--- src/rtl/qed_dup_scheduler.sv ---
// QED original/duplicate batch sequencer: counts originals, replays as many duplicates, drains, then pulses qed_ready.
// Optional macro QED_NONDET_SWITCH_EN adds i_dup_req for an early ORIG->DUP switch.
module qed_dup_scheduler #(
    parameter int unsigned MAX_BLOCK = 16,
    parameter int unsigned CNT_W     = 5,
    parameter int unsigned DRAIN_MAX = 64
) (
    input  logic             i_clk,
    input  logic             i_rst_n,
    input  logic             i_ena,
    input  logic             i_stall_if,
    input  logic             i_vld_out,
    input  logic             i_pipe_empty,
`ifdef QED_NONDET_SWITCH_EN
    input  logic             i_dup_req,
`endif
    output logic             o_exec_dup,
    output logic             o_qed_ready,
    output logic [CNT_W-1:0] o_orig_cnt,
    output logic             o_busy,
    output logic             o_err
);

    localparam int unsigned DRAIN_W = $clog2(DRAIN_MAX + 1);
    localparam logic [CNT_W-1:0]   MaxBlk   = CNT_W'(MAX_BLOCK);
    localparam logic [CNT_W-1:0]   CntOne   = CNT_W'(1);
    localparam logic [DRAIN_W-1:0] DrainMax = DRAIN_W'(DRAIN_MAX);
    localparam logic [DRAIN_W-1:0] DrainOne = DRAIN_W'(1);

    typedef enum logic [2:0] {
        StIdle  = 3'd0,
        StOrig  = 3'd1,
        StDup   = 3'd2,
        StDrain = 3'd3,
        StCheck = 3'd4
    } state_e;

    state_e             r_state, w_state_d;
    logic [CNT_W-1:0]   r_orig_cnt, w_orig_cnt_d;
    logic [CNT_W-1:0]   r_dup_cnt, w_dup_cnt_d;
    logic [DRAIN_W-1:0] r_drain_cnt, w_drain_cnt_d;
    logic               r_err, w_err_d;
    logic               r_exec_dup, r_qed_ready, r_busy;
    logic               w_early;

`ifdef QED_NONDET_SWITCH_EN
    assign w_early = i_dup_req;
`else
    assign w_early = 1'b0;
`endif

    always_comb begin
        w_state_d     = r_state;
        w_orig_cnt_d  = r_orig_cnt;
        w_dup_cnt_d   = r_dup_cnt;
        w_drain_cnt_d = r_drain_cnt;
        w_err_d       = r_err;
        unique case (r_state)
            StIdle: begin
                if (i_ena) w_state_d = StOrig;
            end
            StOrig: begin
                // Dropping ena closes the batch; no fetch is counted in that cycle.
                if (!i_ena) begin
                    w_state_d = (r_orig_cnt == '0) ? StIdle : StDup;
                end else if (w_early && (r_orig_cnt != '0)) begin
                    w_state_d = StDup;
                end else if (!i_stall_if && (r_orig_cnt != MaxBlk)) begin
                    w_orig_cnt_d = r_orig_cnt + CntOne;
                    if (w_orig_cnt_d == MaxBlk) w_state_d = StDup;
                end
            end
            StDup: begin
                if (!i_stall_if && i_vld_out && (r_dup_cnt != r_orig_cnt)) begin
                    w_dup_cnt_d = r_dup_cnt + CntOne;
                    if (w_dup_cnt_d == r_orig_cnt) w_state_d = StDrain;
                end
            end
            StDrain: begin
                if (r_drain_cnt != DrainMax) w_drain_cnt_d = r_drain_cnt + DrainOne;
                if (i_pipe_empty) begin
                    w_state_d = StCheck;
                end else if (w_drain_cnt_d == DrainMax) begin
                    w_err_d   = 1'b1;
                    w_state_d = StCheck;
                end
            end
            StCheck: begin
                w_orig_cnt_d  = '0;
                w_dup_cnt_d   = '0;
                w_drain_cnt_d = '0;
                w_state_d     = i_ena ? StOrig : StIdle;
            end
            default: begin
                w_state_d = StIdle;
            end
        endcase
    end

    always_ff @(posedge i_clk or negedge i_rst_n) begin
        if (!i_rst_n) begin
            r_state     <= StIdle;
            r_orig_cnt  <= '0;
            r_dup_cnt   <= '0;
            r_drain_cnt <= '0;
            r_err       <= 1'b0;
            r_exec_dup  <= 1'b0;
            r_qed_ready <= 1'b0;
            r_busy      <= 1'b0;
        end else begin
            r_state     <= w_state_d;
            r_orig_cnt  <= w_orig_cnt_d;
            r_dup_cnt   <= w_dup_cnt_d;
            r_drain_cnt <= w_drain_cnt_d;
            r_err       <= w_err_d;
            // Flag outputs are flopped from the next state so they align with it.
            r_exec_dup  <= (w_state_d == StDup);
            r_qed_ready <= (w_state_d == StCheck);
            r_busy      <= (w_state_d != StIdle);
        end
    end

    assign o_exec_dup  = r_exec_dup;
    assign o_qed_ready = r_qed_ready;
    assign o_orig_cnt  = r_orig_cnt;
    assign o_busy      = r_busy;
    assign o_err       = r_err;

endmodule
--- config.mk ---
export PLATFORM = sky130hd
export DESIGN_NAME = qed_dup_scheduler
export DESIGN_NICKNAME = d
export VERILOG_FILES = /design/src/rtl/qed_dup_scheduler.sv
export SDC_FILE = /design/constraint.sdc
export NUM_CORES = 1
export LEC_CHECK = 0
export ABC_AREA = 1
export ABC_CLOCK_PERIOD_IN_PS = 1700
export BUFFER_PORTS_ARGS = -buffer_cell sky130_fd_sc_hd__buf_2
export CORE_UTILIZATION = 45
export CTS_CLUSTER_DIAMETER = 80
export CTS_CLUSTER_SIZE = 8
export DETAILED_ROUTE_END_ITERATION = 12
export PLACE_DENSITY = 0.66
export SYNTH_ARGS = -nofsm -noshare
export SYNTH_HDL_FRONTEND = slang
export SYNTH_SLANG_ARGS = --single-unit
--- constraint.sdc ---
create_clock -name i_clk -period 1.7 [get_ports i_clk]
set_input_delay 0.34 -clock i_clk [delete_from_list [all_inputs] [get_ports i_clk]]
set_output_delay 0.34 -clock i_clk [all_outputs]
set_load 0.01 [all_outputs]
# == Yosys cells after proc, flatten, opt, wreduce, memory -nomap -nowiden ==
# Cells that the tools add are included.
# op_classes
addsub,3
bitwise_logic,1
mux,19
n_reduce_logical,13
eq_ne,15
# ops
op,count
$mux W3,8
$pmux W5 S2,2
$mux W5,3
$pmux W3 S5,1
$mux W7,2
$pmux W7 S2,1
$add A5 B1 Y5 const B,2
$eq A3 B2 Y1 const B,3
$add A7 B1 Y7 const B,1
$eq A7 B7 Y1 const B,1
$ne A7 B7 Y1 const B,1
$eq A3 B3 Y1 const B,2
$ne A2 B2 Y1 const B,3
$reduce_and A3 Y1,2
$reduce_bool A2 Y1,3
$eq A5 B5 Y1,1
$eq A5 B5 Y1 const B,1
$logic_not A5 Y1,1
$ne A5 B5 Y1,1
$ne A5 B5 Y1 const B,1
$eq A3 B1 Y1 const B,1
$logic_and A1 B1 Y1,3
$logic_not A3 Y1,1
$reduce_bool A3 Y1,1
other kinds (5),5
# word_totals
reg_bits,24
out_inout_bits,9
input_bits,6
word_cells,59

# == Logic depth before layout (Yosys ltp) ==
# Gate-level depths: netlist of run 1.
# depth
word_depth,8
ltp_mapped,13

# == Worst setup path after synthesis of run 1 ==
# No wires, ideal clock.
# synth_timing
path_kind,register to register
from,register r_drain_cnt[0]
to,"register r_busy, in the netlist o_busy"
t_arrival_ns,1.412
setup_slack_ns,0.159
path_buffers,0
stages_incl_launch_ff,14
required_ns,1.571
path_cell_list,dfrtp_1 inv_1 ha_1 nand2_1 inv_1 nand3_1 nand2_1 nand2_1 inv_1 nand3_1 nor2_2 nor2_2 nor2_4 nand3_1
# synth_via
elab_chain_len,8
# synth_rtl
item,line,text
start: declaration,41,"logic [DRAIN_W-1:0] r_drain_cnt, w_drain_cnt_d;"
start signal: assignment,114,r_drain_cnt <= w_drain_cnt_d;
$add A7 B1 Y7 or $ne A7 B7 Y1 (tied branches),80,if (r_drain_cnt != DrainMax) w_drain_cnt_d = r_drain_cnt + DrainOne;
$mux W7 (*),80,
$mux W7 (*),58,unique case (r_state)
$eq A7 B7 Y1 (*),83,end else if (w_drain_cnt_d == DrainMax) begin
$mux W3 (*),83,
$mux W3 (*),81,if (i_pipe_empty) begin
$pmux W3 S5 (*),58,
$reduce_bool A3 Y1 (*),119,r_busy <= (w_state_d != StIdle);
end signal: assignment,119,
end: declaration,43,"logic r_exec_dup, r_qed_ready, r_busy;"
# Every way passes the cells marked *; elsewhere a longest branch is shown, timed or not. The select of a mux whose other input is x is not followed.
# A chain may end at the register's enable or synchronous reset.

# == Final worst setup path of run 1 ==
# Ends and elaborated chain as after synthesis.

==> results_tabular.tex, run 1 <==
\begin{tabular}{lr}
\hline
Metric & Value \\
\hline
\multicolumn{2}{l}{\textbf{Floorplanning}} \\
\quad Die boundary height & 60.1 um \\
\quad Initial cell density of the core & between 40\% and 50\% \\
\quad Floorplan die width & between 60 and 70 um \\
\quad Number of top-level pins & 15 \\
\quad Core outline area & about 3100 sq um \\
\quad Full die area & roughly 3600 sq um \\
\quad Number of rows in the core area & 20 \\
\multicolumn{2}{l}{\textbf{Detailed routing}} \\
\quad Number of search-and-repair iterations in the first detailed-routing pass & 4 \\
\quad Number of DRC markers in iteration 0 & 76 \\
\quad Routed wire length & around 3.5 mm \\
\quad Post-route DRC violation count & 0 \\
\quad Drt wl/cell & 12.9 um \\
\quad Via total after detailed routing & about 1400 \\
\quad Number of nets with antenna violations after routing & 0 \\
\quad Post-detailed-route via-to-cell ratio & about 5.2 \\
\multicolumn{2}{l}{\textbf{Synth}} \\
\quad Share of synthesized cell area in and, or, nand and nor gates & 32.6\% \\
\quad Average size of a mapped cell & $\sim$7.5 sq um \\
\quad Compound-cell area share of the yosys netlist & between 7 and 8\% \\
\quad Combinational family with the most area after synthesis & simple AND/OR/NAND/NOR gates \\
\quad \#FFs+latches synth & 24 \\
\quad Netlist area before placement & around 1500 sq um \\
\quad Leading post-synthesis cells by instance count & nand2\_1, inv\_1, dfrtp\_1, nand3\_1, nor2\_1 \\
\quad Fraction of registers with async set/reset & 100\% \\
\quad Biggest area contributors in the synthesized netlist & dfrtp\_1, nand2\_1, nand3\_1 \\
\quad Total number of yosys warnings & 0 \\
\quad Number of instances in the synthesized netlist & 202 \\
\quad Number of flops mapped to enable cells by yosys & 0 \\
\quad Fraction of the yosys area taken by sequential cells & between 30\% and 40\% \\
\quad Count of unique library cells instantiated by Yosys & 25 \\
\quad Mux cell area share after synthesis & 0\% \\
\quad Fraction of synthesized cell area in xor and xnor cells & $\sim$7.5\% \\
\quad Syn\_nets & approximately 210 \\
\quad Main flop type after synthesis & dfrtp\_1 \\
\quad Proportion of netlist area held by the largest area contributor & 39.5\% \\
\quad Synth area leader & dfrtp\_1 \\
\quad Adder-cell area share of the yosys netlist & roughly 4\% \\
\quad Most instantiated library cell after synthesis & nand2\_1 \\
\multicolumn{2}{l}{\textbf{Timing}} \\
\quad Worst setup skew after layout & $\sim$0.005 ns \\
\quad Final number of max-transition violations & 0 \\
\quad Slew at the pin with the worst max-slew slack & 0.555 ns \\
\quad Count of final setup violators & 1 \\
\quad Unrepaired setup endpoints after global routing & true \\
\quad Final hold violation count & 3 \\
\quad Worst rel slew slack & approximately 63\% \\
\quad Maximum clock frequency & around 0.59 GHz \\
\quad Hold\_ws & -0.000301 ns \\
\quad Final critical path time including I/O delays and setup & 1.70 ns \\
\quad Worst setup slack after layout & -0.00138 ns \\
\quad Total Neg Setup Slack & -0.00138 ns \\
\quad Fraction of the cycle the final worst path needs & 100\% \\
\multicolumn{2}{l}{\textbf{Worst setup path}} \\
\quad Crit path required time & $\sim$1.9 ns \\
\quad Endpoint kind of the worst setup timing path & flip-flop \\
\quad Buffer and inverter count on the worst path & 3 \\
\quad Arrival @ worst endpoint & about 1.9 ns \\
\quad Source of the worst register-to-register timing path & r\_drain\_cnt[0] \\
\quad Largest stage delay on the critical path & 0.47 ns \\
\quad Dominant delay contributor by cell family on the critical path & simple AND/OR/NAND/NOR gates \\
\quad Startpoint types & flip-flop \\
\quad Cells traversed along the worst timing path & inv\_2 > ha\_4 > nand2\_2 > inv\_2 > nand3\_4 > nand2\_2 > nand2\_2 > inv\_2 > nand3\_2 > nor2\_4 > nor2\_4 > nor2\_4 > nand3\_2 \\
\quad Reg-to-reg slack, setup & -0.001 ns \\
\quad Worst reg2reg path depth & 13 \\
\quad Crit Path Max Fanout & 6 \\
\quad Type of the setup path with the least slack & flip-flop to flip-flop \\
\quad Worst setup path start & r\_drain\_cnt[0] \\
\quad Worst path slowest cell & dfrtp\_2 \\
\quad Worst r2r dst & o\_busy \\
\multicolumn{2}{l}{\textbf{Final layout}} \\
\quad Final cell area excluding filler cells & $\sim$1800 sq um \\
\quad Net count of the finished layout & around 240 \\
\quad \# diodes & 0 \\
\quad Area growth from synthesis to layout & 17.5\% \\
\quad Layout cells sized above 1 & between 20\% and 30\% \\
\multicolumn{2}{l}{\textbf{Global route}} \\
\quad Met1 track demand over resource & 24.4\% \\
\quad GR met3 Demand/Resource & between 2 and 2.5\% \\
\quad Most congested layer reported by global routing & met2 \\
\quad Total overflow reported by the global router & 0 \\
\quad Global-route wire length before repair & roughly 5.5 mm \\
\quad Gr usage total & about a fifth \\
\quad Pin count of the biggest net entering global routing & 25 \\
\quad Number of global-route vias before repair & about 1300 \\
\quad Antenna violations before repair & 0 \\
\quad Met2 track demand over resource & a little over a third \\
\multicolumn{2}{l}{\textbf{Clock network}} \\
\quad CTS clock-pin slew for the worst setup and hold paths & around 0.13 ns \\
\quad Root Buffer & clkbuf\_4 \\
\quad Number of buffers created by CTS & 3 \\
\quad Clock latency on the worst-skew pair & 0.31 ns \\
\quad Number of sinks handled by clock tree synthesis & 24 \\
\quad H-tree lvl count & 1 \\
\quad Quantity of hold-fixing buffers added after cts & 0 \\
\quad Clock tree buffer depth & 2 \\
\quad CTS tree & done \\
\multicolumn{2}{l}{\textbf{Power}} \\
\quad Pwr dens & 1520 nW/um\^{}2 \\
\quad Static leakage & between 0.8 and 0.9 nW \\
\quad VDD IR-drop max & 0.000790 V \\
\multicolumn{2}{l}{\textbf{Run}} \\
\quad Max cap viols & 0 \\
\multicolumn{2}{l}{\textbf{Outcome}} \\
\quad Violated checks & negative hold slack, negative setup slack \\
\quad Outcome & finished, violations left \\
\multicolumn{2}{l}{\textbf{Placed design}} \\
\quad HPWL after detailed placement & 2.51 mm \\
\quad Total of buffers placed on input and output ports & 14 \\
\quad Routability cong. & $\sim$0.9 \\
\quad Placement-stage cell area & 1650 sq um \\
\multicolumn{2}{l}{\textbf{Worst hold path}} \\
\quad HP Class & input port to async pin \\
\hline
\end{tabular}
-- layer usage --
layer	vias up	part of all wire, %
li1	702	-
met1	655	43
met2	31	51
met3	6	3.9
met4	0	1.4
met5	-	0
-- where the power goes --
group          switching [W]  leakage [nW]  internal (W)
Combinational       0.000862         0.550      0.000615
Clock               0.000163        0.0138     0.0000828
Sequential          0.000243         0.310      0.000748
-- cell type report --
cell class,instances,area (sq um)
clock buffer,3,22.5
timing repair buffer,22,130
multi-input combinational,147,870
fill,299,1340
sequential,24,602
inverter,28,105
tap,44,55.1
-- flip-flops by register name, indices dropped and copies added, names as in the netlist --
| name | flops |
|---|---|
| r_drain_cnt | 7 |
| o_orig_cnt | 5 |
| r_dup_cnt | 5 |
| r_state | 3 |
| o_busy | 1 |
| o_err | 1 |
| o_exec_dup | 1 |
| o_qed_ready | 1 |
-- cell families after synthesis --
| kind of cell | after synthesis |
|---|---|
| compound gates | 22 |
| xor+xnor | 13 |
| fa+ha+maj | 5 |
| buf+inv | 31 |
| flops | 24 |
| simple gates | 107 |
-- layout by cell type, fill, tap and decap left out --
master    count
nor2_1       20
ha_4          1
nor2_4        4
o21ai_1       3
nor3_2        1
nand4_1       7
nand3_2       4
o21bai_1      1
inv_2         5
clkbuf_4      3
nand3_4       1
o22ai_1       7
nor3_1        1
buf_2        14
inv_1        23
buf_4         8
dfrtp_2       1
o21ai_0       8
nor2_2        3
dfrtp_1      23
a21oi_1       2
nand2_2       8
o21ai_2       1
ha_2          2
nand3b_1      1
nand2_1      38
nand3_1      19
xor2_1        7
xnor2_1       6
ha_1          2
-- through the flow --
step	instances	util, %	setup WS (ns)	power, W
finish	268	57.0	-0.00138	0.00271
global route	268	57.0	-0.122	0.00294
CTS	265	54.1	0.0162	0.00255
detailed placement	261	52.9	-0.0332	0.00228
global placement	261	52.9	0.0540	0.00222
floorplan	202	-	0.159	0.00192
-- what timing repair did --
item	4_1_cts	5_1_grt
endpoints found under the hold margin	0	0
pin swaps	0	7
setup buffers	1	3
resized for setup	4	19
setup endpoints to repair	2	8
-- worst max-delay path by stage --
stage	end	cells after the start
floorplan	o_busy	13
detailed placement	o_busy	13
CTS	o_busy	13
global route	o_busy	10
global placement	o_busy	11
finish	o_busy	13
No activity file was read; power rests on OpenSTA's default activity.
==> inputs of run 2 (changes only) <==
Settings changed: ABC_CLOCK_PERIOD_IN_PS 1700 to not set, RECOVER_POWER set to 100.
==> results_tabular.tex, run 2 (synthesized netlist as in run 1, its figures left out) <==
\begin{tabular}{lr}
\hline
Metric & Value \\
\hline
\multicolumn{2}{l}{\textbf{Outcome}} \\
\quad Outcome & finished, violations left \\
\quad Violated checks & negative setup slack \\
\multicolumn{2}{l}{\textbf{Final layout}} \\
\quad Most common cell after layout, fill and taps aside & nand2\_1 \\
\quad Net count of the finished layout & 237 (unchanged) \\
\quad \# diodes & 0 (unchanged) \\
\quad Post-route non-filler standard cell count & 268 (unchanged) \\
\quad Largest reg by FF count & r\_drain\_cnt \\
\quad Highest-count cells in the layout ignoring fill and taps & nand2\_1, inv\_1, dfrtp\_1, nor2\_1, nand3\_1 \\
\quad Number of filler cells placed in the layout & 301 (+0.67\%) \\
\quad Max FFs per register & 7 (unchanged) \\
\quad Area growth from synthesis to layout & 17.1\% \\
\quad Final cell area excluding filler cells & 1780 sq um (-0.35\%) \\
\quad Layout cells sized above 1 & 22.8\% (-2.2 points) \\
\multicolumn{2}{l}{\textbf{Detailed routing}} \\
\quad Met3 wire length & 121 um (-11\%) \\
\quad Drt wl/cell & 12.9 um (-0.29\%) \\
\quad Via total after detailed routing & 1395 (+0.072\%) \\
\quad Number of DRC markers in iteration 0 & 77 (+1.3\%) \\
\quad Routed wire length on met2 & 1.78 mm (+0.22\%) \\
\quad Post-detailed-route via-to-cell ratio & 5.21 (about the same) \\
\quad Number of nets with antenna violations after routing & 0 (unchanged) \\
\quad Max layer used & met4 \\
\quad Number of search-and-repair iterations in the first detailed-routing pass & 4 (unchanged) \\
\quad Post-route DRC violation count & 0 (unchanged) \\
\quad Routed wire length & 3.46 mm (-0.29\%) \\
\quad WL met1 & 1.50 mm (about the same) \\
\multicolumn{2}{l}{\textbf{Placed design}} \\
\quad Setup slack after placement & -0.0332 ns (unchanged) \\
\quad Placement-stage cell area & 1650 sq um (unchanged) \\
\quad Total of buffers placed on input and output ports & 14 (unchanged) \\
\quad DP Cell Count & 261 (unchanged) \\
\quad HPWL after detailed placement & 2.51 mm (unchanged) \\
\quad Routability cong. & 0.880 (unchanged) \\
\multicolumn{2}{l}{\textbf{Worst hold path}} \\
\quad Number of instances on the worst hold path & 3 \\
\quad Worst hold path endpoint & o\_qed\_ready \\
\quad Start point of the worst hold path & i\_pipe\_empty \\
\quad HP Class & input port to flip-flop \\
\multicolumn{2}{l}{\textbf{Power}} \\
\quad Pwr dens & 1520 nW/um\^{}2 (about the same) \\
\quad Static leakage & 0.858 nW (-1.8\%) \\
\quad VDD IR-drop max & 0.000777 V (-1.7\%) \\
\quad Total power & 0.00271 W (-0.27\%) \\
\multicolumn{2}{l}{\textbf{Clock network}} \\
\quad Clock tree buffer depth & 2 (unchanged) \\
\quad H-tree lvl count & 1 (unchanged) \\
\quad CTS clock-pin slew for the worst setup and hold paths & 0.13 ns (about the same) \\
\quad CTS tree & done \\
\quad Clock latency on the worst-skew pair & 0.31 ns (about the same) \\
\quad Number of buffers created by CTS & 3 (unchanged) \\
\quad Root Buffer & clkbuf\_4 \\
\quad Number of sinks handled by clock tree synthesis & 24 (unchanged) \\
\multicolumn{2}{l}{\textbf{Timing}} \\
\quad Count of final setup violators & 1 (unchanged) \\
\quad Worst setup skew after layout & 0.00449 ns (-0.000643 ns) \\
\quad Final hold violation count & 0 (-3) \\
\quad Worst setup slack after layout & -0.00211 ns (-0.000736 ns) \\
\quad Slew at the pin with the worst max-slew slack & 1.33 ns (+0.775 ns) \\
\quad Unrepaired setup endpoints after global routing & true \\
\quad Worst rel slew slack & 11.3\% (-52 points) \\
\quad Final number of max-transition violations & 0 (unchanged) \\
\quad Total Neg Setup Slack & -0.00211 ns (-0.000736 ns) \\
\quad Final critical path time including I/O delays and setup & 1.70 ns (+0.000736 ns) \\
\quad Fraction of the cycle the final worst path needs & 100\% (about the same) \\
\quad Maximum clock frequency & 0.588 GHz (about the same) \\
\multicolumn{2}{l}{\textbf{Floorplanning}} \\
\quad Initial cell density of the core & 48.6\% (unchanged) \\
\quad Die boundary height & 60.1 um (unchanged) \\
\quad Full die area & 3610 sq um (unchanged) \\
\quad Number of top-level pins & 15 (unchanged) \\
\quad Core outline area & 3130 sq um (unchanged) \\
\quad Number of rows in the core area & 20 (unchanged) \\
\quad Floorplan die width & 60.1 um (unchanged) \\
\multicolumn{2}{l}{\textbf{Worst setup path}} \\
\quad Source of the worst register-to-register timing path & r\_drain\_cnt[0] \\
\quad Type of the setup path with the least slack & flip-flop to flip-flop \\
\quad Startpoint types & flip-flop \\
\quad Crit Path Max Fanout & 6 (unchanged) \\
\quad Worst r2r dst & o\_busy \\
\quad Arrival @ worst endpoint & 1.91 ns (about the same) \\
\quad Crit path required time & 1.91 ns (about the same) \\
\quad Endpoint kind of the worst setup timing path & flip-flop \\
\quad Reg-to-reg slack, setup & -0.002 ns (about the same) \\
\quad Worst reg2reg path depth & 13 (unchanged) \\
\multicolumn{2}{l}{\textbf{Global route}} \\
\quad Global-route wire length before repair & 5.52 mm (unchanged) \\
\quad Antenna violations before repair & 0 (unchanged) \\
\quad Gr usage total & 20.4\% (unchanged) \\
\quad Number of global-route vias before repair & 1319 (unchanged) \\
\quad Total overflow reported by the global router & 0 (unchanged) \\
\quad Pin count of the biggest net entering global routing & 25 (unchanged) \\
\multicolumn{2}{l}{\textbf{Run}} \\
\quad Max cap viols & 0 (unchanged) \\
\hline
\end{tabular}
-- run 2: repair_timing --
action | CTS | global route
endpoints found under the hold margin | 0 | 0
gates resized for setup | 4 | 19
cloned | 0 | 0
pin swaps | 0 | 7
endpoints found under the setup margin | 2 | 8
hold buffers | 0 | 0
buffers inserted | 1 | 3
-- run 2: power by group --
part	total [W]	internal (W)	switching, W
sequential	0.000991	0.000748	0.000243
combinational	0.00147	0.000607	0.000862
clock	0.000246	0.0000828	0.000163
total	0.00271	0.00144	0.00127
-- run 2: stage by stage --
stage	util (%)	hold WS, ns
after floorplan	-	0.0444
after global placement	52.9	0.362
after detailed placement	52.9	0.363
after CTS	54.1	0.0104
after global routing	56.8	0.286
final	56.8	0.292
-- run 2: layer usage --
metal | global-route usage [%] | up-vias
met5 | 0 | -
met4 | 8.97 | 0
met3 | 2.16 | 6
met2 | 36.6 | 28
met1 | 24.4 | 659
li1 | - | 702
-- run 2: worst max-delay path, cell delays in order, from the launching register on --
cell and delay (ns):
dfrtp_2 0.47, inv_2 0.11, ha_4 0.13, nand2_2 0.05, inv_2 0.09, nand3_4 0.08
nand2_2 0.09, nand2_2 0.06, inv_2 0.05, nand3_2 0.08, nor2_4 0.15, nor2_4 0.06
nor2_4 0.12, nand3_2 0.07
-- run 2: worst max path at each step --
stage,end,from,slack (ns)
after CTS,o_busy,r_drain_cnt[0],0.02
after global placement,o_busy,r_drain_cnt[0],0.05
final,o_busy,r_drain_cnt[0],-0.002
after floorplan,o_busy,r_drain_cnt[0],0.16
after global routing,o_busy,r_drain_cnt[0],-0.12
after detailed placement,o_busy,r_drain_cnt[0],-0.03
-- run 2: final cells by class --
cell class / count / area, sq um / share of cell area, %
flip-flops and latches: 24 / 602 / 33.8
clock buffers: 3 / 22.5 / 1.27
repair buffers: 22 / 124 / 6.97
inverters: 28 / 105 / 5.91
well taps: 44 / 55.1 / 3.10
multi-input cells: 147 / 870 / 48.9
